<file path="config.mk">
export PLATFORM = sky130hd
export DESIGN_NAME = uart_rx_flat
export DESIGN_NICKNAME = d
export VERILOG_FILES = /design/src/rtl/uart_rx_if.sv /design/src/rtl/uart_rx.sv /design/src/flat_wrapper.sv
export SDC_FILE = /design/constraint.sdc
export NUM_CORES = 1
export LEC_CHECK = 0
export ABC_CLOCK_PERIOD_IN_PS = 2500
export BUFFER_PORTS_ARGS = -buffer_cell sky130_fd_sc_hd__buf_2
export CAP_MARGIN = 20
export CORE_MARGIN = 5
export CORE_UTILIZATION = 57
export CTS_CLUSTER_SIZE = 30
export DETAILED_ROUTE_END_ITERATION = 12
export PLACE_DENSITY = 0.84
export SETUP_SLACK_MARGIN = 0.1
export SLEW_MARGIN = 0
export SYNTH_ARGS = -nofsm -noshare
export SYNTH_HDL_FRONTEND = slang
export SYNTH_SLANG_ARGS = --single-unit
</file>
<file path="constraint.sdc">
create_clock -name clk -period 2.5 [get_ports clk]
set_input_delay 0.125 -clock clk [delete_from_list [all_inputs] [get_ports clk]]
set_output_delay 0.125 -clock clk [all_outputs]
set_load 0.05 [all_outputs]
</file>
<file path="src/rtl/uart_rx_if.sv">
// rtl/uart_rx_if.sv - serial line and received-byte strobes for uart_rx
interface uart_rx_if;
    logic       i_rx;
    logic [7:0] o_data;
    logic       o_vld;
    logic       o_err;
    logic       o_busy;

    // Line driver side: drives the serial line, observes the received bytes.
    modport master (
        output i_rx,
        input  o_data,
        input  o_vld,
        input  o_err,
        input  o_busy
    );

    // Receiver side.
    modport slave (
        input  i_rx,
        output o_data,
        output o_vld,
        output o_err,
        output o_busy
    );
endinterface

</file>
<file path="src/rtl/uart_rx.sv">
// rtl/uart_rx.sv - 8N1 LSB-first UART receiver with mid-bit sampling
module uart_rx #(
    parameter int FREQ = 50_000_000,
    parameter int RATE = 2_000_000
) (
    input  logic clk,
    input  logic rst_n,
    uart_rx_if.slave bus
);
    localparam int DIV = FREQ / RATE;
    localparam int TW  = $clog2(DIV + 1);
    localparam logic [TW-1:0] HALF = TW'(DIV / 2);
    localparam logic [TW-1:0] FULL = TW'(DIV);
    localparam logic [TW-1:0] ONE  = TW'(1);

    // The half-bit offset and the timer reload need at least a few clocks per bit.
    if (DIV < 4) begin : g_div_check
        $error("uart_rx: FREQ/RATE must be at least 4");
    end

    typedef enum logic [2:0] {
        IDLE,
        START,
        DATA,
        STOP,
        WAIT_HIGH
    } state_t;

    state_t      state;
    logic [1:0]  sync_q;
    logic        rx_s;
    logic [TW-1:0] timer;
    logic [2:0]  bit_idx;
    logic [7:0]  shift_q;
    logic [7:0]  data_q;
    logic        vld_q;
    logic        err_q;
    logic        busy_q;

    assign rx_s       = sync_q[1];
    assign bus.o_data = data_q;
    assign bus.o_vld  = vld_q;
    assign bus.o_err  = err_q;
    assign bus.o_busy = busy_q;

    // Two-flop synchronizer; resets to the idle (high) line level.
    always_ff @(posedge clk or negedge rst_n) begin
        if (!rst_n) begin
            sync_q <= 2'b11;
        end else begin
            sync_q <= {sync_q[0], bus.i_rx};
        end
    end

    // Frame FSM: the timer counts down and a bit is sampled on the cycle it reads 1.
    always_ff @(posedge clk or negedge rst_n) begin
        if (!rst_n) begin
            state   <= IDLE;
            timer   <= '0;
            bit_idx <= '0;
            shift_q <= '0;
            data_q  <= '0;
            vld_q   <= 1'b0;
            err_q   <= 1'b0;
            busy_q  <= 1'b0;
        end else begin
            vld_q <= 1'b0;
            err_q <= 1'b0;
            case (state)
                IDLE: begin
                    if (!rx_s) begin
                        state  <= START;
                        timer  <= HALF;
                        busy_q <= 1'b1;
                    end
                end
                START: begin
                    if (timer == ONE) begin
                        if (rx_s) begin
                            // Start bit gone by mid-bit: treat as a glitch.
                            state  <= IDLE;
                            timer  <= '0;
                            busy_q <= 1'b0;
                        end else begin
                            state   <= DATA;
                            timer   <= FULL;
                            bit_idx <= '0;
                        end
                    end else begin
                        timer <= timer - ONE;
                    end
                end
                DATA: begin
                    if (timer == ONE) begin
                        shift_q <= {rx_s, shift_q[7:1]};
                        timer   <= FULL;
                        if (bit_idx == 3'd7) begin
                            state <= STOP;
                        end else begin
                            bit_idx <= bit_idx + 3'd1;
                        end
                    end else begin
                        timer <= timer - ONE;
                    end
                end
                STOP: begin
                    if (timer == ONE) begin
                        timer   <= '0;
                        bit_idx <= '0;
                        if (rx_s) begin
                            // Leaving at mid-stop-bit lets a back-to-back start bit be caught.
                            data_q <= shift_q;
                            vld_q  <= 1'b1;
                            state  <= IDLE;
                            busy_q <= 1'b0;
                        end else begin
                            err_q <= 1'b1;
                            state <= WAIT_HIGH;
                        end
                    end else begin
                        timer <= timer - ONE;
                    end
                end
                WAIT_HIGH: begin
                    // A held-low line must not be mistaken for further start bits.
                    if (rx_s) begin
                        state  <= IDLE;
                        busy_q <= 1'b0;
                    end
                end
                default: begin
                    state  <= IDLE;
                    busy_q <= 1'b0;
                end
            endcase
        end
    end
endmodule

</file>
<file path="src/flat_wrapper.sv">
// flat-port wrapper written by rule: the top's interface ports become plain ports
module uart_rx_flat 
#(
    parameter int FREQ = 50_000_000,
    parameter int RATE = 2_000_000
)
  (clk, rst_n, bus_i_rx, bus_o_data, bus_o_vld, bus_o_err, bus_o_busy);
  uart_rx_if bus_i ();
  input  logic clk;
  input  logic rst_n;
  input wire logic [$bits(bus_i.i_rx)-1:0] bus_i_rx;
  output wire logic [$bits(bus_i.o_data)-1:0] bus_o_data;
  output wire logic [$bits(bus_i.o_vld)-1:0] bus_o_vld;
  output wire logic [$bits(bus_i.o_err)-1:0] bus_o_err;
  output wire logic [$bits(bus_i.o_busy)-1:0] bus_o_busy;
  assign bus_i.i_rx = bus_i_rx;
  assign bus_o_data = bus_i.o_data;
  assign bus_o_vld = bus_i.o_vld;
  assign bus_o_err = bus_i.o_err;
  assign bus_o_busy = bus_i.o_busy;
  uart_rx #(.FREQ(FREQ), .RATE(RATE)) u_core (.clk(clk), .rst_n(rst_n), .bus(bus_i));
endmodule
</file>
## Yosys cells after proc, flatten, opt, wreduce, memory -nomap -nowiden

Index checks and enable logic that the tools add are counted.

| cells by class | value |
|---|---|
| equality and inequality tests | 15 |
| reduce and logical (&&, ||, !) cells | 10 |
| bitwise gates (word level) | 1 |
| mux-type cells | 31 |
| add/subtract/negate cells | 2 |

Operator list:

| kind | number |
|---|---|
| 3-bit two-way mux | 12 |
| 5-bit two-way mux | 5 |
| 5-bit case mux with 4 select lines | 1 |
| 3-bit case mux with 5 select lines | 1 |
| 2-bit by 1-bit inequality test with 1-bit output (second input constant) | 6 |
| 6-bit AND reduction | 2 |
| 1-bit two-way mux | 9 |
| 3-bit case mux with 3 select lines | 1 |
| 3-bit by 2-bit == test with 1-bit output (second input constant) | 2 |
| 3-bit == test (second input constant) | 2 |
| 2-bit inequality test (second input constant) | 3 |
| 3-bit AND reduction | 2 |
| 5-bit by 1-bit == test with 1-bit output (second input constant) | 1 |
| 5-bit by 1-bit subtractor with 5-bit output (second input constant) | 1 |
| 1-bit case mux with 4 select lines | 1 |
| 2-bit AND reduction | 2 |
| 4-bit nonzero test | 1 |
| 3-bit by 1-bit adder with 3-bit output (second input constant) | 1 |
| 3-bit by 1-bit == test with 1-bit output (second input constant) | 1 |
| 3-bit logical NOT | 1 |
| 3-bit nonzero test | 1 |
| 2-bit two-way mux | 1 |
| 2-bit OR reduction | 1 |
| 1-bit inverter | 1 |

| storage, ports and cells | value |
|---|---|
| register bits after elaboration | 32 |
| output and inout port bits | 11 |

## Logic depth before layout (Yosys ltp)

Gate-level depths: netlist of run 1.

| depth | value |
|---|---|
| depth after elaboration | 4 |
| depth in mapped cells | 7 |
| mapped depth without buffers | 6 |

## Worst setup path before layout of run 1

OpenSTA, ideal clock, no wires.

| timing | value |
|---|---|
| path type | register to register |
| start point | reg u_core.timer[1] |
| end point | reg u_core.data_q[0] (netlist: u_core.bus.o_data[0]) |
| arrival | 1.830 ns |
| cell stages (with the launch flop) | 8 |
| setup time | 0.125 ns |
| clock period less this slack | 1.954 ns |
| data required time | 2.375 ns |
| buffers on the path | 1 |
| path slack | 0.546 ns |
| cells stage by stage | dfrtp_1 -> inv_1 -> ha_1 -> or4b_4 -> nor2_2 -> and4_1 -> buf_6 -> mux2_2 |

| on the way | value |
|---|---|
| word-level cells in the longest chain between the ends | 2 |

Ends and longest elaborated chain:

| element | RTL line | source |
|---|---|---|
| start, declared | uart_rx.sv:32 | `logic [TW-1:0] timer;` |
| start signal, assigned | uart_rx.sv:90 | `timer <= timer - ONE;` |
| start signal, assigned | uart_rx.sv:103 | `timer <= timer - ONE;` |
| start signal, assigned | uart_rx.sv:121 | `timer <= timer - ONE;` |
| 5-bit by 1-bit == test with 1-bit output | uart_rx.sv:107 | `if (timer == ONE) begin` |
| 3-bit AND reduction (no source line) | - |  |
| end signal, assigned | uart_rx.sv:112 | `data_q <= shift_q;` |
| end, declared | uart_rx.sv:35 | `logic [7:0] data_q;` |

Every way passes these cells.
A chain may end at the register's enable or synchronous reset.

## Worst setup path in the final report of run 1

Ends and elaborated chain as after synthesis.

==> flow_summary.ini, run 1 <==
[timing]
rsz0062_at_grt = no
setup_slack_ps = 283.1
max_slew_margin_pct = 54.36
slew_viol_final = 0
tns_ps = 0
tightest_slew_ps = 684.6
period_share_pct = 88.68
setup_violations = 0
hold_violations = 0
fmax_mhz = 451.1
post-route-min-period_ps = 2217
fin_skew_ps = 6.850
fin_hold_ws_ps = 363.1

[setup_path]
critPathCaptureType = flop
critPathArrivalTime_ps = 2430
critPathTopFamily = simple AND/OR/NAND/NOR gates
path_cells = inv_1 > ha_1 > or4b_4 > nor2_2 > and4_1 > mux2_2
cpPeakStageDelay_ps = 510
crit_fanout = 8
cp-start-kind = flop
worstPathRequired_ps = 2720
worstSetupPathType = reg -> reg
crit_slowest_cell = or4b_4
path_buf_inv = 1
r2r_slack_ps = 280

[clock_tree]
clk_pin_slew_ps = 90
clockBufferDepth = 2
clock_sinks = 32
htreeDepth = 2
cts_tree = built
cts_made_buffers = 5
clockRootBuffer = clkbuf_4
clock_latency_ps = 330

[worst_hold_path]
holdCritPathClass = reg -> reg

[detailed_routing]
wl_per_cell_um = 14.75
viasPerCell = 5.620
wirelength_um = 2449
drtPass1Iterations = 4
ant_nets = 0
via_count = 933
drc_errors = 0
initialDrtViolationCount = 25

[yosys]
ys_top_cells_by_area = dfrtp_1, mux2_2, dfstp_2, ha_1, a21oi_1
synth_edf_count = 0
synth_common_cells = dfrtp_1, mux2_2, a21oi_1, nand2_1, nor2_1
synth_fp_nets = 124
syn_inst = 117
synth_area_sq_um = 1434
yosysSeqAreaShare_pct = 56.02
ys_async_sr_fraction_pct = 100.0
synth_top_area_share_pct = 52.36
netlist.top_cell.by_area = dfrtp_1
ys_ff_latch = 32
yosysUniqueCellTypes = 34
yosysMostFrequentCell = dfrtp_1
yosys_warnings = 0
avgSynthCellArea_sq_um = 12.26
ys.flop_type = dfrtp_1

[placement]
place_congestion = 0.8825
dp_hpwl_um = 1780
io_buffers = 13
pre_cts_ws_ps = 275.1

[cells_and_area]
final_core_util_pct = 66.36
final_layout_size_suffix_gt1_share_pct = 33.09
diodes = 0
area_growth_pct = 12.57
nets = 142
fillers = 182

[run]
cap_violations = 0

[die]
start_util_pct = 58.95
die_area_sq_um = 3619
design.portCount = 14
rows = 18
core_sq_um = 2432
die_w_um = 60.16
die_y_um = 60.16

[global_routing]
gr-total-overflow = 0
grt_usage_pct = 16.69
grt_max_degree = 33
grt_pass1_vias = 956
antenna_found_initial = 0
grt_first_pass_wirelength_um = 4347

[power_and_ir_drop]
power_density_nw_per_um2 = 910.4
power_leakage_uw = 0.0007910
peakVddDrop_mv = 1.001

[outcome]
status = completed
-- kinds of logic (layout without fill, tap and decap cells) --
group | after synthesis | count (layout) | synth area share, %
AOI/OAI and AO/OA | 19 | 19 | 8.814
adders and majority gates | 4 | 4 | 3.491
buffers and inverters | 10 | 29 | 3.141
DFF | 32 | 32 | 56.02
muxes | 19 | 19 | 14.75
and+or+nand+nor | 33 | 33 | 13.79
-- sequential cells by signal, summed over array words and instances, names as in the netlist --
register           flops
u_core.bus.o_data      8
u_core.shift_q         8
u_core.timer           5
u_core.bit_idx         3
u_core.state           3
u_core.sync_q          2
u_core.bus.o_busy      1
u_core.bus.o_err       1
u_core.bus.o_vld       1
-- timing repair --
item                                   4_1_cts  5_1_grt
endpoints found under the hold margin       31        0
buffers inserted                             0        0
hold buffers                                 2        0
gates resized for setup                      0        0
-- per-layer routing --
layer  up-vias  track usage, %  routed length [um]
met2        17           25.00                1238
li1        459               -                   -
met4         0           9.494                  38
met3         5           5.184                 116
met1       452           21.22                1056
met5         -               0                   0
-- final cells by class --
cell class	instances	area, sq um	area share [%]
Sequential cell	32	803.3	49.77
Multi-Input combinational cell	75	585.6	36.28
Timing Repair Buffer	16	92.59	5.736
Clock buffer	6	41.29	2.558
Tap cell	30	37.54	2.326
Clock inverter	2	35.03	2.171
Inverter	5	18.77	1.163
-- power breakdown --
| group | total [uW] | switching (uW) | internal [uW] |
|---|---|---|---|
| Combinational | 385 | 211 | 175 |
| Clock | 379 | 169 | 210 |
| Sequential | 706 | 107 | 599 |
| Total | 1470 | 487 | 983 |
-- stage by stage --
stage | total power, uW | instance area [sq um] | cells
2_1_floorplan | 1000 | 1434 | 117
3_3_place_gp | 1065 | 1518 | 156
3_5_place_dp | 1097 | 1518 | 156
4_1_cts | 1481 | 1614 | 166
5_1_grt | 1573 | 1614 | 166
6_report | 1470 | 1614 | 166
-- placed cells by master, fill, tap and decap left out, drive strengths merged --
| cell type | Yosys | layout |
|---|---|---|
| inv | 5 | 5 |
| clkbuf | 4 | 6 |
| nor2b | 3 | 3 |
| o311ai | 1 | 1 |
| dfrtp | 30 | 30 |
| o32ai | 1 | 1 |
| o21ai | 2 | 2 |
| nor4b | 1 | 1 |
| clkinv | 0 | 1 |
| ha | 4 | 4 |
| nand3b | 1 | 1 |
| nand3 | 2 | 2 |
| o211ai | 1 | 1 |
| dfstp | 2 | 2 |
| or3 | 1 | 1 |
| nor2 | 7 | 7 |
| a21o | 1 | 1 |
| or4b | 1 | 1 |
| nand2 | 8 | 8 |
| nand2b | 2 | 2 |
| mux2i | 2 | 2 |
| and4 | 2 | 2 |
| o32a | 1 | 1 |
| a21oi | 7 | 7 |
| a2bb2oi | 1 | 1 |
| mux2 | 17 | 17 |
| nor3b | 2 | 2 |
| a311oi | 1 | 1 |
| bufinv | 0 | 1 |
| a31oi | 2 | 2 |
| buf | 1 | 14 |
| dlygate4sd3 | 0 | 2 |
| o2bb2ai | 1 | 1 |
| nor3 | 3 | 3 |
-- final timing paths --
check	from	to	cells past startpoint
max in group asynchronous	rst_n	u_core.timer[0]	2
worst max-delay path	u_core.timer[1]	u_core.bus.o_data[0]	6
min in group asynchronous	rst_n	u_core.timer[2]	2
worst min register to register	u_core.sync_q[0]	u_core.sync_q[1]	0
worst min-delay path	u_core.sync_q[0]	u_core.sync_q[1]	0
worst max register to register	u_core.timer[1]	u_core.bus.o_data[0]	6
No activity file was read; power rests on OpenSTA's default activity.
==> run 2, diff against run 1 <==
--- a/config.mk
+++ b/config.mk
@@ -8,11 +8,13 @@
 export ABC_CLOCK_PERIOD_IN_PS = 2500
 export BUFFER_PORTS_ARGS = -buffer_cell sky130_fd_sc_hd__buf_2
 export CAP_MARGIN = 20
+export CORE_ASPECT_RATIO = 1.5
 export CORE_MARGIN = 5
 export CORE_UTILIZATION = 57
 export CTS_CLUSTER_SIZE = 30
 export DETAILED_ROUTE_END_ITERATION = 12
 export PLACE_DENSITY = 0.84
+export RECOVER_POWER = 25
 export SETUP_SLACK_MARGIN = 0.1
 export SLEW_MARGIN = 0
 export SYNTH_ARGS = -nofsm -noshare
==> run 2 against run 1 <==
Effect of this change:
- the run now ends with capacitance limit, slew limit left
- clock power shrank 32%
- utilization shrank 1.3 points
- flip-flop and latch count is the same
- count of clock-buffer cells in the layout is the same
- first-iteration DRC count grew 16%
- cell count shrank 4.2%
- worst setup slack gained 17 ps
- via count grew 2.6%
- critical path type unchanged
==> flow_summary.ini, run 2 (synthesized netlist as in run 1, its figures left out) <==
[setup_path]
critPathCaptureType = flop
path_buf_inv = 1
crit_fanout = 8
worst-path-stages = 6
critPathArrivalTime_ps = 2420
ff2ff_path_depth = 6
crit_slowest_cell = or4b_4
critPathTopFamily = simple AND/OR/NAND/NOR gates
cpPeakStageDelay_ps = 490
path_cells = inv_1 > ha_1 > or4b_4 > nor2_2 > and4_1 > mux2_2
worstSetupPathType = reg -> reg
worstPathRequired_ps = 2710
cp-start-kind = flop

[timing]
fin_hold_ws_ps = 362.1
rsz0062_at_grt = no
tightest_slew_ps = 1613
setup_violations = 0
period_share_pct = 88.01
slew_viol_final = 33
fin_skew_ps = 6.811
max_slew_margin_pct = -7.526
tns_ps = 0
post-route-min-period_ps = 2200
hold_violations = 0
fmax_mhz = 454.5
setup_slack_ps = 299.7

[die]
die_area_sq_um = 3639
start_util_pct = 59.19
die_y_um = 71.43
core_sq_um = 2422
design.portCount = 14
rows = 22
die_w_um = 50.95

[clock_tree]
cts_made_buffers = 5
clock_sinks = 32
clk_pin_slew_ps = 90
post_cts_buffers = 0
htreeDepth = 2
cts_tree = built
clock_latency_ps = 330
clockRootBuffer = clkbuf_4
clockBufferDepth = 2

[power_and_ir_drop]
power_density_nw_per_um2 = 853.3
intPower_uw = 876.3
power_leakage_uw = 0.0007741
switching_power_uw = 467.9
pwr-share-comb_pct = 28.3
p_seq_share_pct = 52.4
clockPowerShare_pct = 19.3
peakVddDrop_mv = 0.5124
netSwitchingFraction_pct = 34.81

[detailed_routing]
wirelength_um = 2402
initialDrtViolationCount = 29
drtPass1Iterations = 4
wl_per_cell_um = 15.11
viasPerCell = 6.019
ant_nets = 0
via_count = 957
drc_errors = 0

[global_routing]
gr-total-overflow = 0
antenna_found_initial = 0
grt_first_pass_wirelength_um = 4360
grt_max_degree = 33
grt_usage_pct = 15.82
grt_pass1_vias = 1016

[worst_hold_path]
min_path_cells = 0
holdCritPathClass = reg -> reg

[run]
cap_violations = 1

[placement]
dp_hpwl_um = 1808
place_congestion = 0.8077
pre_cts_ws_ps = 303.7
place_area_sq_um = 1510
io_buffers = 13

[cells_and_area]
final_core_util_pct = 65.03
fillers = 203
nets = 142
area_growth_pct = 9.860
final_layout_size_suffix_gt1_share_pct = 31.85
postLayoutCellArea_sq_um = 1575
diodes = 0
mostFrequentLayoutCell = dfrtp_1
layout_common_cells = dfrtp_1, mux2_2, buf_2

[outcome]
failed_checks = capacitance limit, slew limit
status = complete, but fails checks
[run 2: power by group through the flow]
stage / Combinational, uW / Clock, uW / Sequential (uW)
2_1_floorplan: 305 / 0 / 696
3_3_place_gp: 366 / 0 / 703
3_5_place_dp: 381 / 0 / 712
4_1_cts: 387 / 269 / 703
5_1_grt: 435 / 296 / 721
6_report: 381 / 259 / 704
[run 2: worst paths after layout]
kind | start | end | slack, ps
worst max-delay path | u_core.timer[1] | u_core.bus.o_data[3] | 300
worst min-delay path | u_core.sync_q[0] | u_core.sync_q[1] | 360
worst max register to register | u_core.timer[1] | u_core.bus.o_data[3] | 300
worst min register to register | u_core.sync_q[0] | u_core.sync_q[1] | 360
max in group asynchronous | rst_n | u_core.timer[1] | 830
min in group asynchronous | rst_n | u_core.bus.o_data[1] | 740
[run 2: layer usage]
| metal | up-vias | wire (um) | GRT usage [%] |
|---|---|---|---|
| met5 | - | 0 | 0 |
| met4 | 0 | 81 | 9.659 |
| met3 | 10 | 151 | 4.574 |
| met2 | 26 | 1331 | 27.90 |
| met1 | 468 | 837 | 15.66 |
| li1 | 453 | - | - |
[run 2: what timing repair did]
action	in CTS	in global routing
hold endpoints to repair	31	0
gates resized for setup	0	0
hold buffers	2	0
[run 2: area by class of cell]
| class | count | area (sq um) | area share (%) |
|---|---|---|---|
| sequential | 32 | 803.3 | 50.99 |
| multi-input combinational | 75 | 585.6 | 37.17 |
| timing repair buffer | 16 | 91.34 | 5.798 |
| clock buffer | 6 | 41.29 | 2.621 |
| tap | 24 | 30.03 | 1.906 |
| inverter | 5 | 18.77 | 1.191 |
| clock inverter | 1 | 5.005 | 0.3177 |
[run 2: per-stage QoR]
| step | std cells | power (uW) |
|---|---|---|
| finish | 159 | 1344 |
| global route | 159 | 1453 |
| CTS | 159 | 1359 |
| detailed placement | 150 | 1093 |
| global placement | 150 | 1070 |
| floorplan | 117 | 1000 |
